==> src/rtl/mult_serial_pkg.sv <==
// Shared types and constants for the serial multiplier host: FSM states,
// line levels, shift-register slot indices and counter sizing.
package mult_serial_pkg;

  typedef enum logic [2:0] {
    IDLE,
    START,
    SEND,
    WAIT,
    RECV,
    DONE
  } state_t;

  localparam logic LINE_IDLE = 1'b0;
  localparam logic START_BIT = 1'b1;

  // Slots of the four shift-register instances in the host.
  localparam int SH_A   = 0;
  localparam int SH_B   = 1;
  localparam int SH_PL  = 2;
  localparam int SH_PH  = 3;
  localparam int NUM_SH = 4;

  // One counter serves both the bit index and the wait timer.
  function automatic int cnt_width(input int opw, input int timeout);
    int m;
    m = (opw > timeout) ? opw : timeout;
    return (m < 2) ? 1 : $clog2(m);
  endfunction

endpackage

==> src/rtl/mult_serial_shreg.sv <==
// Parametric shift register: parallel load, or shift right with a serial bit
// entering at the MSB. TX uses bit 0 as the serial output; RX fills from the top.
module mult_serial_shreg
  import mult_serial_pkg::*;
#(
  parameter int W = 16
) (
  input  logic         clk,
  input  logic         srst,
  input  logic         load,
  input  logic [W-1:0] load_data,
  input  logic         shift_en,
  input  logic         shift_in,
  output logic [W-1:0] data_q
);

  logic [W-1:0] data_reg;
  logic [W-1:0] data_next;

  generate
    for (genvar gi = 0; gi < W; gi++) begin : g_bit
      logic upper;
      if (gi == W - 1) begin : g_msb
        assign upper = shift_in;
      end else begin : g_mid
        assign upper = data_reg[gi+1];
      end
      assign data_next[gi] = load ? load_data[gi] : (shift_en ? upper : data_reg[gi]);
    end
  endgenerate

  always_ff @(posedge clk) begin
    if (srst) begin
      data_reg <= '0;
    end else begin
      data_reg <= data_next;
    end
  end

  assign data_q = data_reg;

endmodule

==> src/rtl/mult_serial_host.sv <==
// Host side of the serial multiplier link: serializes an operand pair onto
// A_PAD/B_PAD and deserializes the two-lane product from P0/P1.
module mult_serial_host
  import mult_serial_pkg::*;
#(
  parameter int OPW     = 16,
  parameter int TIMEOUT = 64
) (
  input  logic             clk,
  input  logic             rst,
  input  logic             req_valid,
  output logic             req_ready,
  input  logic [OPW-1:0]   req_a,
  input  logic [OPW-1:0]   req_b,
  output logic             rsp_valid,
  input  logic             rsp_ready,
  output logic [2*OPW-1:0] rsp_product,
  output logic             rsp_timeout,
  output logic             A_PAD,
  output logic             B_PAD,
  input  logic             P0,
  input  logic             P1,
  output logic             busy
);

  localparam int CW = cnt_width(OPW, TIMEOUT);
  localparam logic [CW-1:0] LAST_BIT  = CW'(OPW - 1);
  localparam logic [CW-1:0] LAST_WAIT = CW'(TIMEOUT - 1);

  state_t        state_reg, state_next;
  logic [CW-1:0] cnt_reg, cnt_next;
  logic          timeout_reg, timeout_next;
  logic          accept;

  logic           sh_load      [NUM_SH];
  logic [OPW-1:0] sh_load_data [NUM_SH];
  logic           sh_shift     [NUM_SH];
  logic           sh_in        [NUM_SH];
  logic [OPW-1:0] sh_q         [NUM_SH];

  generate
    for (genvar gi = 0; gi < NUM_SH; gi++) begin : g_shreg
      mult_serial_shreg #(.W(OPW)) u_shreg (
        .clk       (clk),
        .srst      (rst),
        .load      (sh_load[gi]),
        .load_data (sh_load_data[gi]),
        .shift_en  (sh_shift[gi]),
        .shift_in  (sh_in[gi]),
        .data_q    (sh_q[gi])
      );
    end
  endgenerate

  assign req_ready = (state_reg == IDLE);
  assign accept    = req_valid && req_ready;

  always_ff @(posedge clk) begin
    if (rst) begin
      state_reg   <= IDLE;
      cnt_reg     <= '0;
      timeout_reg <= 1'b0;
    end else begin
      state_reg   <= state_next;
      cnt_reg     <= cnt_next;
      timeout_reg <= timeout_next;
    end
  end

  always_comb begin
    state_next   = state_reg;
    cnt_next     = cnt_reg;
    timeout_next = timeout_reg;
    for (int i = 0; i < NUM_SH; i++) begin
      sh_load[i]      = 1'b0;
      sh_load_data[i] = '0;
      sh_shift[i]     = 1'b0;
      sh_in[i]        = LINE_IDLE;
    end
    sh_load_data[SH_A] = req_a;
    sh_load_data[SH_B] = req_b;

    case (state_reg)
      IDLE: begin
        // Accepting also clears the product registers so a timeout reads zero.
        if (accept) begin
          state_next   = START;
          timeout_next = 1'b0;
          for (int i = 0; i < NUM_SH; i++) begin
            sh_load[i] = 1'b1;
          end
        end
      end
      START: begin
        state_next = SEND;
        cnt_next   = '0;
      end
      SEND: begin
        sh_shift[SH_A] = 1'b1;
        sh_shift[SH_B] = 1'b1;
        if (cnt_reg == LAST_BIT) begin
          state_next = WAIT;
          cnt_next   = '0;
        end else begin
          cnt_next = cnt_reg + CW'(1);
        end
      end
      WAIT: begin
        // A start bit on the last wait cycle still counts as a response.
        if (P0 == START_BIT) begin
          state_next = RECV;
          cnt_next   = '0;
        end else if (cnt_reg == LAST_WAIT) begin
          state_next      = DONE;
          timeout_next    = 1'b1;
          sh_load[SH_PL]  = 1'b1;
          sh_load[SH_PH]  = 1'b1;
        end else begin
          cnt_next = cnt_reg + CW'(1);
        end
      end
      RECV: begin
        sh_shift[SH_PL] = 1'b1;
        sh_shift[SH_PH] = 1'b1;
        sh_in[SH_PL]    = P0;
        sh_in[SH_PH]    = P1;
        if (cnt_reg == LAST_BIT) begin
          state_next   = DONE;
          timeout_next = 1'b0;
        end else begin
          cnt_next = cnt_reg + CW'(1);
        end
      end
      DONE: begin
        if (rsp_ready) begin
          state_next = IDLE;
        end
      end
      default: begin
        state_next = IDLE;
      end
    endcase
  end

  assign busy        = (state_reg != IDLE);
  assign rsp_valid   = (state_reg == DONE);
  assign rsp_timeout = timeout_reg;
  assign rsp_product = {sh_q[SH_PH], sh_q[SH_PL]};

  always_comb begin
    A_PAD = LINE_IDLE;
    B_PAD = LINE_IDLE;
    if (state_reg == START) begin
      A_PAD = START_BIT;
    end else if (state_reg == SEND) begin
      A_PAD = sh_q[SH_A][0];
      B_PAD = sh_q[SH_B][0];
    end
  end

endmodule

==> config.mk <==
export PLATFORM = sky130hd
export DESIGN_NAME = mult_serial_host
export DESIGN_NICKNAME = d
export VERILOG_FILES = /design/src/rtl/mult_serial_pkg.sv /design/src/rtl/mult_serial_shreg.sv /design/src/rtl/mult_serial_host.sv
export SDC_FILE = /design/constraint.sdc
export NUM_CORES = 1
export LEC_CHECK = 0
export ABC_AREA = 1
export CORE_UTILIZATION = 50
export DETAILED_ROUTE_END_ITERATION = 10
export GPL_TIMING_DRIVEN = 0
export PLACE_DENSITY = 0.88
export SKIP_LAST_GASP = 1
export SLEW_MARGIN = 20
export SYNTH_ARGS = -nofsm -noshare
export SYNTH_HDL_FRONTEND = slang
export SYNTH_SLANG_ARGS = --single-unit
==> constraint.sdc <==
create_clock -name clk -period 1.69 [get_ports clk]
set_input_delay 0.338 -clock clk [delete_from_list [all_inputs] [get_ports clk]]
set_output_delay 0.338 -clock clk [all_outputs]
set_load 0.01 [all_outputs]
==> flow_metrics.py, run 1 <==
metrics = {
    "detailed_routing": {
        "firstDrtPassIters": 8,
        "drt_wl_total_um": 7680,
        "vias": 3230,
        "ant_nets": 0,
        "wire_per_inst_um": 12.4,
        "drt-initial-drc-count": 167,
        "vias_per_cell": 5.24,
        "drc_errors": 14,
    },
    "cells_and_area": {
        "fin_nets": 574,
        "fin_util_pct": 69.8,
        "largest_reg_flops": 64,
        "fillers": 519,
        "stdcell_count": 617,
        "final_layout_size_suffix_gt1_share_pct": 18.0,
        "syn2layout_area_growth_pct": 33.5,
        "n_antenna_cell": 0,
    },
    "worst_setup_path": {
        "cp_cell_sequence": "inv_4, nand3_4, nor2_4, clkdlybuf4s15_2",
        "cp_num_buf_inv": 2,
        "cp-end-kind": "primary output",
        "start_kind": "register",
        "cp_top_family": "flip-flops",
        "worst_path_largest_cell_delay_ns": 0.38,
        "crit_fanout": 5,
        "cp_data_required_time_ns": 1.35,
        "arrival_ns": 1.31,
        "crit_type": "register to primary output",
        "slowest_stage": "dfxtp_4",
    },
    "worst_hold_path": {
        "min_path_type": "register to register",
    },
    "power_and_ir_drop": {
        "powerDensity_nw_per_um2": 1390,
        "power_mw": 6.21,
        "p_leak_nw": 1.61,
        "vdd_drop_max_mv": 1.48,
    },
    "cts": {
        "insertion_delay_ns": 0.34,
        "clockBufferDepth": 2,
        "h-tree-depth": 3,
        "cts_root_buffer": "clkbuf_8",
        "clk_pin_slew_ns": 0.08,
        "cts_buffers": 9,
        "holdBufCountCts": 0,
        "cts_sinks": 74,
        "cts_tree": "yes",
    },
    "yosys": {
        "yosysTopAreaCell": "dfxtp_1",
        "avgSynthCellArea_um2": 7.51,
        "seq_area_frac_synth_pct": 44.1,
        "ys_types": 26,
        "ys_top_cells_by_area": "dfxtp_1 (44%), nand2_1 (22%), a21oi_2 (7.8%)",
        "yosys-top-cells-count": "nand2_1 (193), dfxtp_1 (74), a21oi_2 (30), a31oi_1 (30), inv_1 (21)",
        "ys_warn_count": 0,
        "ys_ff_latch": 74,
        "synth_cells": 447,
        "synth-edff-count": 0,
        "synth_top_area_share_pct": 44.1,
        "syn_nets": 486,
        "synth_most_common_cell": "nand2_1",
        "synthArstFlopShare_pct": 0,
        "synthFlopType": "dfxtp_1",
        "syn_area_um2": 3360,
    },
    "grt": {
        "antenna_found_initial": 0,
        "grt_pass1_vias": 3059,
        "grt_max_degree": 16,
        "grt_first_pass_wirelength_um": 13000,
        "overflow": 0,
        "grt_use_total_pct": 22.6,
    },
    "floorplanning": {
        "ioPinCount": 76,
        "num_rows": 29,
        "initial_core_util_pct": 52.3,
        "core-area_um2": 6420,
        "chipHeight_um": 83.9,
        "die_area_um2": 7050,
        "die_w_um": 83.9,
    },
    "timing": {
        "whs_ns": 0.469,
        "period_share_pct": 97.4,
        "hold_viol": 0,
        "slew_headroom_pct": 67.9,
        "rsz0062_at_grt": "yes",
        "finalMaxSlewViolations": 0,
        "setup_viol": 0,
        "fmax_mhz": 607,
        "worst_slew_pin_slew_ns": 0.482,
        "skew_ns": 0.00834,
        "layout_min_cycle_time_ns": 1.65,
    },
    "status": {
        "violations": "design-rule violations",
        "run_status": "finished, violations left",
    },
    "place": {
        "dpl.hpwl_um": 5470,
        "dp_cells": 599,
        "gp_congestion": 0.872,
        "io_buffer_count": 75,
    },
    "flow_run": {
        "drv_cap": 0,
    },
}
layout by cell type, fill, tap and decap left out, types with 3 or more instances in the layout:
cell             netlist  routed
clkdlybuf4s50_1        0      70
nand2_1              193     192
nand2_4                3       3
nand3_1               10      10
dfxtp_4                0       3
nand2_2                3       4
inv_2                  5       4
a21oi_1               12      12
nor2_1                20      17
nor2_2                 3       4
a21oi_2               30      30
inv_1                 21      21
buf_4                  3       6
buf_6                  6       6
nor2_4                 2       4
a31oi_1               30      30
clkbuf_1               7       7
dfxtp_1               74      71
nand4_1                5       5
o21ai_0                3       3
buf_2                  6       5
clkbuf_8               0       9
stage by stage:
stage	area [um2]	setup WS (ns)	setup TNS [ns]
CTS	4450	-0.0563	-0.0563
global route	4480	-0.0129	-0.0388
global placement	4200	-0.376	-2.93
detailed placement	4200	-0.392	-4.43
finish	4480	0.0434	0
floorplan	3360	0.236	0
layer usage:
metal / vias up / global-route usage [%] / part of all wire, % / wire [um]
met5: - / 0 / 0 / 0
met4: 0 / 6.27 / 1.1 / 86
met3: 13 / 5.24 / 6.5 / 498
met2: 121 / 41.3 / 48 / 3720
met1: 1470 / 26.2 / 44 / 3370
li1: 1626 / - / - / -
power by group:
part	internal (mW)	switching [mW]	total, mW
logic	0.934	1.61	2.55
clock network	0.828	0.669	1.50
registers	1.98	0.185	2.17
total	3.74	2.47	6.21
path summary, 6_finish.rpt:
path,slack [ns],endpoint,cells past startpoint,from
setup / recovery,0.04,B_PAD,4,state_reg[2]
hold / removal,0.47,g_shreg[0].u_shreg.data_q[15],2,g_shreg[0].u_shreg.data_q[15]
setup reg to reg,0.13,g_shreg[3].u_shreg.data_q[14],7,cnt_reg[0]
hold reg to reg,0.47,g_shreg[0].u_shreg.data_q[15],2,g_shreg[0].u_shreg.data_q[15]
logic make-up (layout without fill, tap and decap cells):
kind of cell | Yosys count | after routing | synth area share, %
compound gates | 75 | 75 | 15.7
buf+inv | 49 | 142 | 7.45
simple gates | 248 | 248 | 32.4
flops | 74 | 74 | 44.1
fa+ha+maj | 1 | 1 | 0.373
repair_timing:
| item | 4_1_cts | 5_1_grt |
|---|---|---|
| resized for setup | 19 | 9 |
| pin swaps | 1 | 1 |
| setup buffers | 2 | 1 |
| setup endpoints to repair | 5 | 42 |
area by class of cell:
cell class | count | area (um2) | share of cell area, %
multi-input combinational | 324 | 1660 | 37.0
sequential | 74 | 1490 | 33.3
timing repair buffer | 78 | 768 | 17.1
buffer | 21 | 141 | 3.15
clock buffer | 9 | 124 | 2.76
inverter | 27 | 109 | 2.43
tap | 77 | 96.3 | 2.15
clock inverter | 7 | 93.8 | 2.09
worst register-to-register path, cell delays in order (launching register included):
cell,delay (ns)
dfxtp_1,0.36
ha_1,0.20
nand3_1,0.17
nor2_4,0.17
nand3_4,0.16
nand3b_4,0.17
buf_6,0.19
a21oi_2,0.04
No activity file was read; power rests on OpenSTA's default activity.
==> inputs of run 2 (changes only) <==
==> constraint.sdc (replaced) <==
create_clock -name clk -period 1.6 [get_ports clk]
set_input_delay 0.32 -clock clk [delete_from_list [all_inputs] [get_ports clk]]
set_output_delay 0.32 -clock clk [all_outputs]
set_load 0.01 [all_outputs]
==> run 2 against run 1 <==
The flow still finishes with violations (design-rule violations). Clock-buffer cell count unchanged. Total power is 6.8% higher. Sequential cell count did not move. Clock power is 5% higher. Critical path depth decreased by 1. Routed wire length is 3.8% higher. Register-to-register slack worse by 0.05 ns. Sequential share of layout area fell by 0.71 points. Global-route usage rose by 0.12 points. Final area is 2.4% higher. Critical path type unchanged. Critical endpoint is now rsp_valid. Largest cell class unchanged. Largest power group unchanged.
==> flow_metrics.py, run 2 (synthesized netlist as in run 1, its figures left out) <==
metrics = {
    "worst_setup_path": {
        "crit_fanout": 6,
        "crit_type": "register to primary output",
        "reg2reg_depth": 10,
        "slowest_stage": "dfxtp_4",
        "arrival_ns": 1.24,
        "cp-end-kind": "primary output",
        "cp_data_required_time_ns": 1.28,
        "start_kind": "register",
        "worst_path_largest_cell_delay_ns": 0.40,
        "cp_cell_sequence": "inv_2, nor3_2, clkdlybuf4s15_2",
    },
    "timing": {
        "layout_min_cycle_time_ns": 1.56,
        "fmax_mhz": 641,
        "slew_headroom_pct": 68.9,
        "skew_ns": 0.00812,
        "period_share_pct": 97.6,
        "finalMaxSlewViolations": 0,
        "hold_viol": 0,
        "setup_viol": 0,
        "rsz0062_at_grt": "yes",
        "worst_slew_pin_slew_ns": 0.467,
    },
    "cts": {
        "cts_sinks": 74,
        "cts_root_buffer": "clkbuf_8",
        "cts_buffers": 9,
        "cts_tree": "yes",
        "holdBufCountCts": 0,
        "clockBufferDepth": 2,
        "h-tree-depth": 3,
        "insertion_delay_ns": 0.35,
        "clk_pin_slew_ns": 0.07,
    },
    "detailed_routing": {
        "vias": 3293,
        "drc_errors": 14,
        "wire_per_inst_um": 12.9,
        "ant_nets": 0,
        "drt-initial-drc-count": 170,
        "firstDrtPassIters": 9,
        "drt_wl_total_um": 7970,
        "vias_per_cell": 5.32,
    },
    "floorplanning": {
        "die_w_um": 83.9,
        "die_area_um2": 7050,
        "core-area_um2": 6420,
        "ioPinCount": 76,
        "initial_core_util_pct": 52.3,
        "chipHeight_um": 83.9,
        "num_rows": 29,
    },
    "cells_and_area": {
        "syn2layout_area_growth_pct": 36.8,
        "largest_reg_flops": 64,
        "fin_nets": 576,
        "final_common_cell": "nand2_1",
        "fin_util_pct": 71.5,
        "stdcell_count": 619,
        "final_layout_size_suffix_gt1_share_pct": 19.9,
        "layout_common_cells": "nand2_1 (192), dfxtp_1 (68), clkdlybuf4s50_1 (41), a21oi_2 (30), a31oi_1 (30)",
        "n_antenna_cell": 0,
    },
    "grt": {
        "antenna_found_initial": 0,
        "grt_pass1_vias": 3058,
        "overflow": 0,
        "grt_first_pass_wirelength_um": 13100,
        "grt_max_degree": 16,
        "grt_use_total_pct": 22.7,
    },
    "power_and_ir_drop": {
        "powerDensity_nw_per_um2": 1440,
        "vdd_drop_max_mv": 1.55,
        "power_mw": 6.63,
        "p_leak_nw": 2.14,
    },
    "place": {
        "io_buffer_count": 75,
        "gp_congestion": 0.872,
        "dp_cells": 599,
        "dpl.hpwl_um": 5470,
    },
    "status": {
        "violations": "design-rule violations",
        "run_status": "finished, violations left",
    },
    "flow_run": {
        "drv_cap": 0,
    },
    "worst_hold_path": {
        "hold_depth": 2,
        "min_path_type": "register to register",
    },
}
[run 2: changes by cell type in the layout (fill, tap and decap cells not counted), sizes merged]
cell,previous run,this run
clkbuf,17,18
clkdlybuf4s50,70,41
dlymetal6s2s,0,27
buf,17,20
[run 2: worst paths after layout]
check / from / endpoint / slack, ns
min: g_shreg[0].u_shreg.data_q[15] / g_shreg[0].u_shreg.data_q[15] / 0.47
max reg2reg: state_reg[1] / cnt_reg[0] / 0.08
min reg2reg: g_shreg[0].u_shreg.data_q[15] / g_shreg[0].u_shreg.data_q[15] / 0.47
max: state_reg[0] / rsp_valid / 0.04
[run 2: where the power goes]
part	switching, mW	total (mW)	internal (mW)	leakage (nW)
sequential	0.202	2.30	2.10	0.604
combinational	1.73	2.76	1.03	1.43
clock	0.702	1.58	0.874	0.105
[run 2: layout make-up]
| class | instances | area [um2] |
|---|---|---|
| Fill cell | 493 | 1830 |
| Multi-Input combinational cell | 324 | 1690 |
| Sequential cell | 74 | 1500 |
| Timing Repair Buffer | 80 | 840 |
| Buffer | 21 | 145 |
| Clock buffer | 9 | 124 |
| Inverter | 27 | 111 |
| Tap cell | 77 | 96.3 |
| Clock inverter | 7 | 93.8 |
[run 2: worst max-delay path, delay by kind of cell (launching register included)]
family	cells	cell delay [ns]
and+or+nand+nor	1	0.18
buffers and inverters	2	0.32
DFF	1	0.40
[run 2: through the flow]
step           hold slack [ns]  setup TNS (ns)  area (um2)  setup WS, ns
4_1_cts                  0.470          -0.108        4480        -0.106
6_report                 0.468               0        4590        0.0391
5_1_grt                  0.493         -0.0659        4590       -0.0373
3_5_place_dp             0.457           -9.15        4200        -0.464
3_3_place_gp             0.447           -6.67        4200        -0.448
2_1_floorplan            0.439               0        3360         0.146
[run 2: repair_timing]
action / CTS / global route
pin swaps: 2 / 3
gates resized for setup: 28 / 44
setup buffers: 3 / 2
setup endpoints to repair: 39 / 71
gates cloned: 0 / 0
[run 2: layer usage]
layer	up-vias	routed length, um	track usage, %
met1	1525	3410	26.5
met2	132	3950	41.3
met5	-	0	0
met3	12	526	5.34
li1	1624	-	-
met4	0	91	6.27
==> inputs of run 3 (changes only) <==
--- a/config.mk
+++ b/config.mk
@@ -9,6 +9,7 @@
 export CORE_UTILIZATION = 50
 export DETAILED_ROUTE_END_ITERATION = 10
 export GPL_TIMING_DRIVEN = 0
+export MAX_ROUTING_LAYER = met4
 export PLACE_DENSITY = 0.88
 export SKIP_LAST_GASP = 1
 export SLEW_MARGIN = 20
==> run 3 against run 2 <==
The run still ends with design-rule violations left. Worst setup slack worse by 0.021 ns. Sequential power hardly changed. Core utilization is 0.76 points lower. Die area is the same. Clock skew shrank 0.0011 ns. Routed wire length shrank 1.1%. Clock-buffer cell count rose by 1. Via count decreased by 2.5%.
==> flow_metrics.py, run 3 (synthesized netlist as in run 1, its figures left out) <==
metrics = {
    "status": {
        "run_status": "finished, violations left",
        "violations": "design-rule violations",
    },
    "worst_hold_path": {
        "min_path_type": "register to register",
        "hold_depth": 2,
    },
    "place": {
        "pre_cts_slack_ns": -0.449,
        "io_buffer_count": 75,
        "dpl.hpwl_um": 5590,
        "dp_cells": 599,
        "dpl_cell_area_um2": 4200,
        "gp_congestion": 0.882,
    },
    "cells_and_area": {
        "n_antenna_cell": 0,
        "stdcell_count": 618,
        "layout_common_cells": "nand2_1 (192), dfxtp_1 (68), clkdlybuf4s50_1 (44), a21oi_2 (30), a31oi_1 (30)",
        "fillers": 503,
        "final_layout_size_suffix_gt1_share_pct": 19.6,
        "fin_area_um2": 4540,
        "fin_nets": 575,
        "largest_reg_flops": 64,
        "final_common_cell": "nand2_1",
        "syn2layout_area_growth_pct": 35.3,
        "fin_util_pct": 70.7,
    },
    "timing": {
        "slew_headroom_pct": 69.3,
        "skew_ns": 0.00704,
        "fmax_mhz": 632,
        "hold_viol": 0,
        "layout_min_cycle_time_ns": 1.58,
        "finalMaxSlewViolations": 0,
        "worst_slew_pin_slew_ns": 0.460,
        "layout_setup_ws_ns": 0.0178,
        "setup_tns_ns": 0,
        "period_share_pct": 98.9,
        "rsz0062_at_grt": "yes",
        "setup_viol": 0,
    },
    "floorplanning": {
        "num_rows": 29,
        "core-area_um2": 6420,
        "die_area_um2": 7050,
        "die_w_um": 83.9,
        "chipHeight_um": 83.9,
        "initial_core_util_pct": 52.3,
        "ioPinCount": 76,
    },
    "worst_setup_path": {
        "crit_type": "register to primary output",
        "crit_fanout": 5,
        "cp_cell_sequence": "inv_6, nand3_4, inv_6, nand2_1, nand2_1, clkbuf_2",
        "cp-end-kind": "primary output",
        "worst_path_largest_cell_delay_ns": 0.36,
        "cp_data_required_time_ns": 1.28,
        "start_kind": "register",
        "reg2reg_depth": 9,
        "cp_num_buf_inv": 3,
        "arrival_ns": 1.26,
        "slowest_stage": "dfxtp_4",
        "cp_top_family": "flip-flops",
        "cp.depth": 6,
    },
    "power_and_ir_drop": {
        "vdd_drop_max_mv": 1.07,
        "powerDensity_nw_per_um2": 1440,
        "p_leak_nw": 2.06,
    },
    "cts": {
        "h-tree-depth": 3,
        "clockBufferDepth": 2,
        "cts_root_buffer": "clkbuf_8",
        "cts_buffers": 9,
        "insertion_delay_ns": 0.34,
        "cts_sinks": 74,
        "cts_tree": "yes",
        "holdBufCountCts": 0,
        "clk_pin_slew_ns": 0.08,
    },
    "detailed_routing": {
        "drc_errors": 14,
        "drt_wl_total_um": 7890,
        "ant_nets": 0,
        "firstDrtPassIters": 8,
        "vias": 3211,
        "vias_per_cell": 5.20,
        "drt-initial-drc-count": 188,
        "wire_per_inst_um": 12.8,
    },
    "flow_run": {
        "drv_cap": 0,
    },
    "grt": {
        "grt_max_degree": 16,
        "antenna_found_initial": 0,
        "grt_pass1_vias": 2929,
        "grt_use_total_pct": 23.1,
        "grt_first_pass_wirelength_um": 12900,
        "overflow": 0,
    },
}
## run 3: worst register-to-register path, cell delays in order (launching register included)
cell,delay [ns]
dfxtp_4,0.39
nor2_4,0.17
buf_4,0.15
nand2_4,0.09
inv_4,0.12
nand2_2,0.08
inv_1,0.12
nor2_4,0.06
a21oi_1,0.18
nor2_1,0.09
## run 3: path summary, 6_finish.rpt
path / slack, ns / end / startpoint
max reg2reg: 0.06 / state_reg[2] / state_reg[1]
min reg2reg: 0.47 / g_shreg[0].u_shreg.data_q[15] / g_shreg[0].u_shreg.data_q[15]
min: 0.47 / g_shreg[0].u_shreg.data_q[15] / g_shreg[0].u_shreg.data_q[15]
max: 0.02 / A_PAD / state_reg[2]
## run 3: metal layers
layer  vias up  track usage [%]  routed length, um
met5         -                -                  0
li1       1620                -                  -
met2       101             38.5               3830
met4         0             8.46                140
met3        15             3.96                388
met1      1475             28.0               3520
## run 3: timing repair
action / 4_1_cts / 5_1_grt
setup buffers: 3 / 1
endpoints found under the setup margin: 38 / 68
pin swaps: 2 / 7
gates resized for setup: 28 / 43
## run 3: area by class of cell
type                       instances  area, um2  share of cell area (%)
clock inverter                     6       65.1                    1.43
sequential                        74       1500                    32.9
clock buffer                      10        138                    3.03
tap                               77       96.3                    2.12
buffer                            21        141                    3.11
timing repair buffer              79        815                    17.9
inverter                          27        116                    2.56
multi-input combinational        324       1680                    36.9
## run 3: through the flow
stage | power, mW | hold WS, ns
after floorplan | 4.20 | 0.439
after global placement | 4.81 | 0.447
after detailed placement | 4.90 | 0.452
after CTS | 6.45 | 0.463
after global routing | 6.92 | 0.491
final | 6.52 | 0.465
## run 3: power breakdown
group	internal [mW]	switching [mW]	leakage (nW)
Clock	0.765	0.692	0.103
Sequential	2.10	0.193	0.604
Combinational	1.01	1.76	1.35
Total	3.88	2.65	2.06
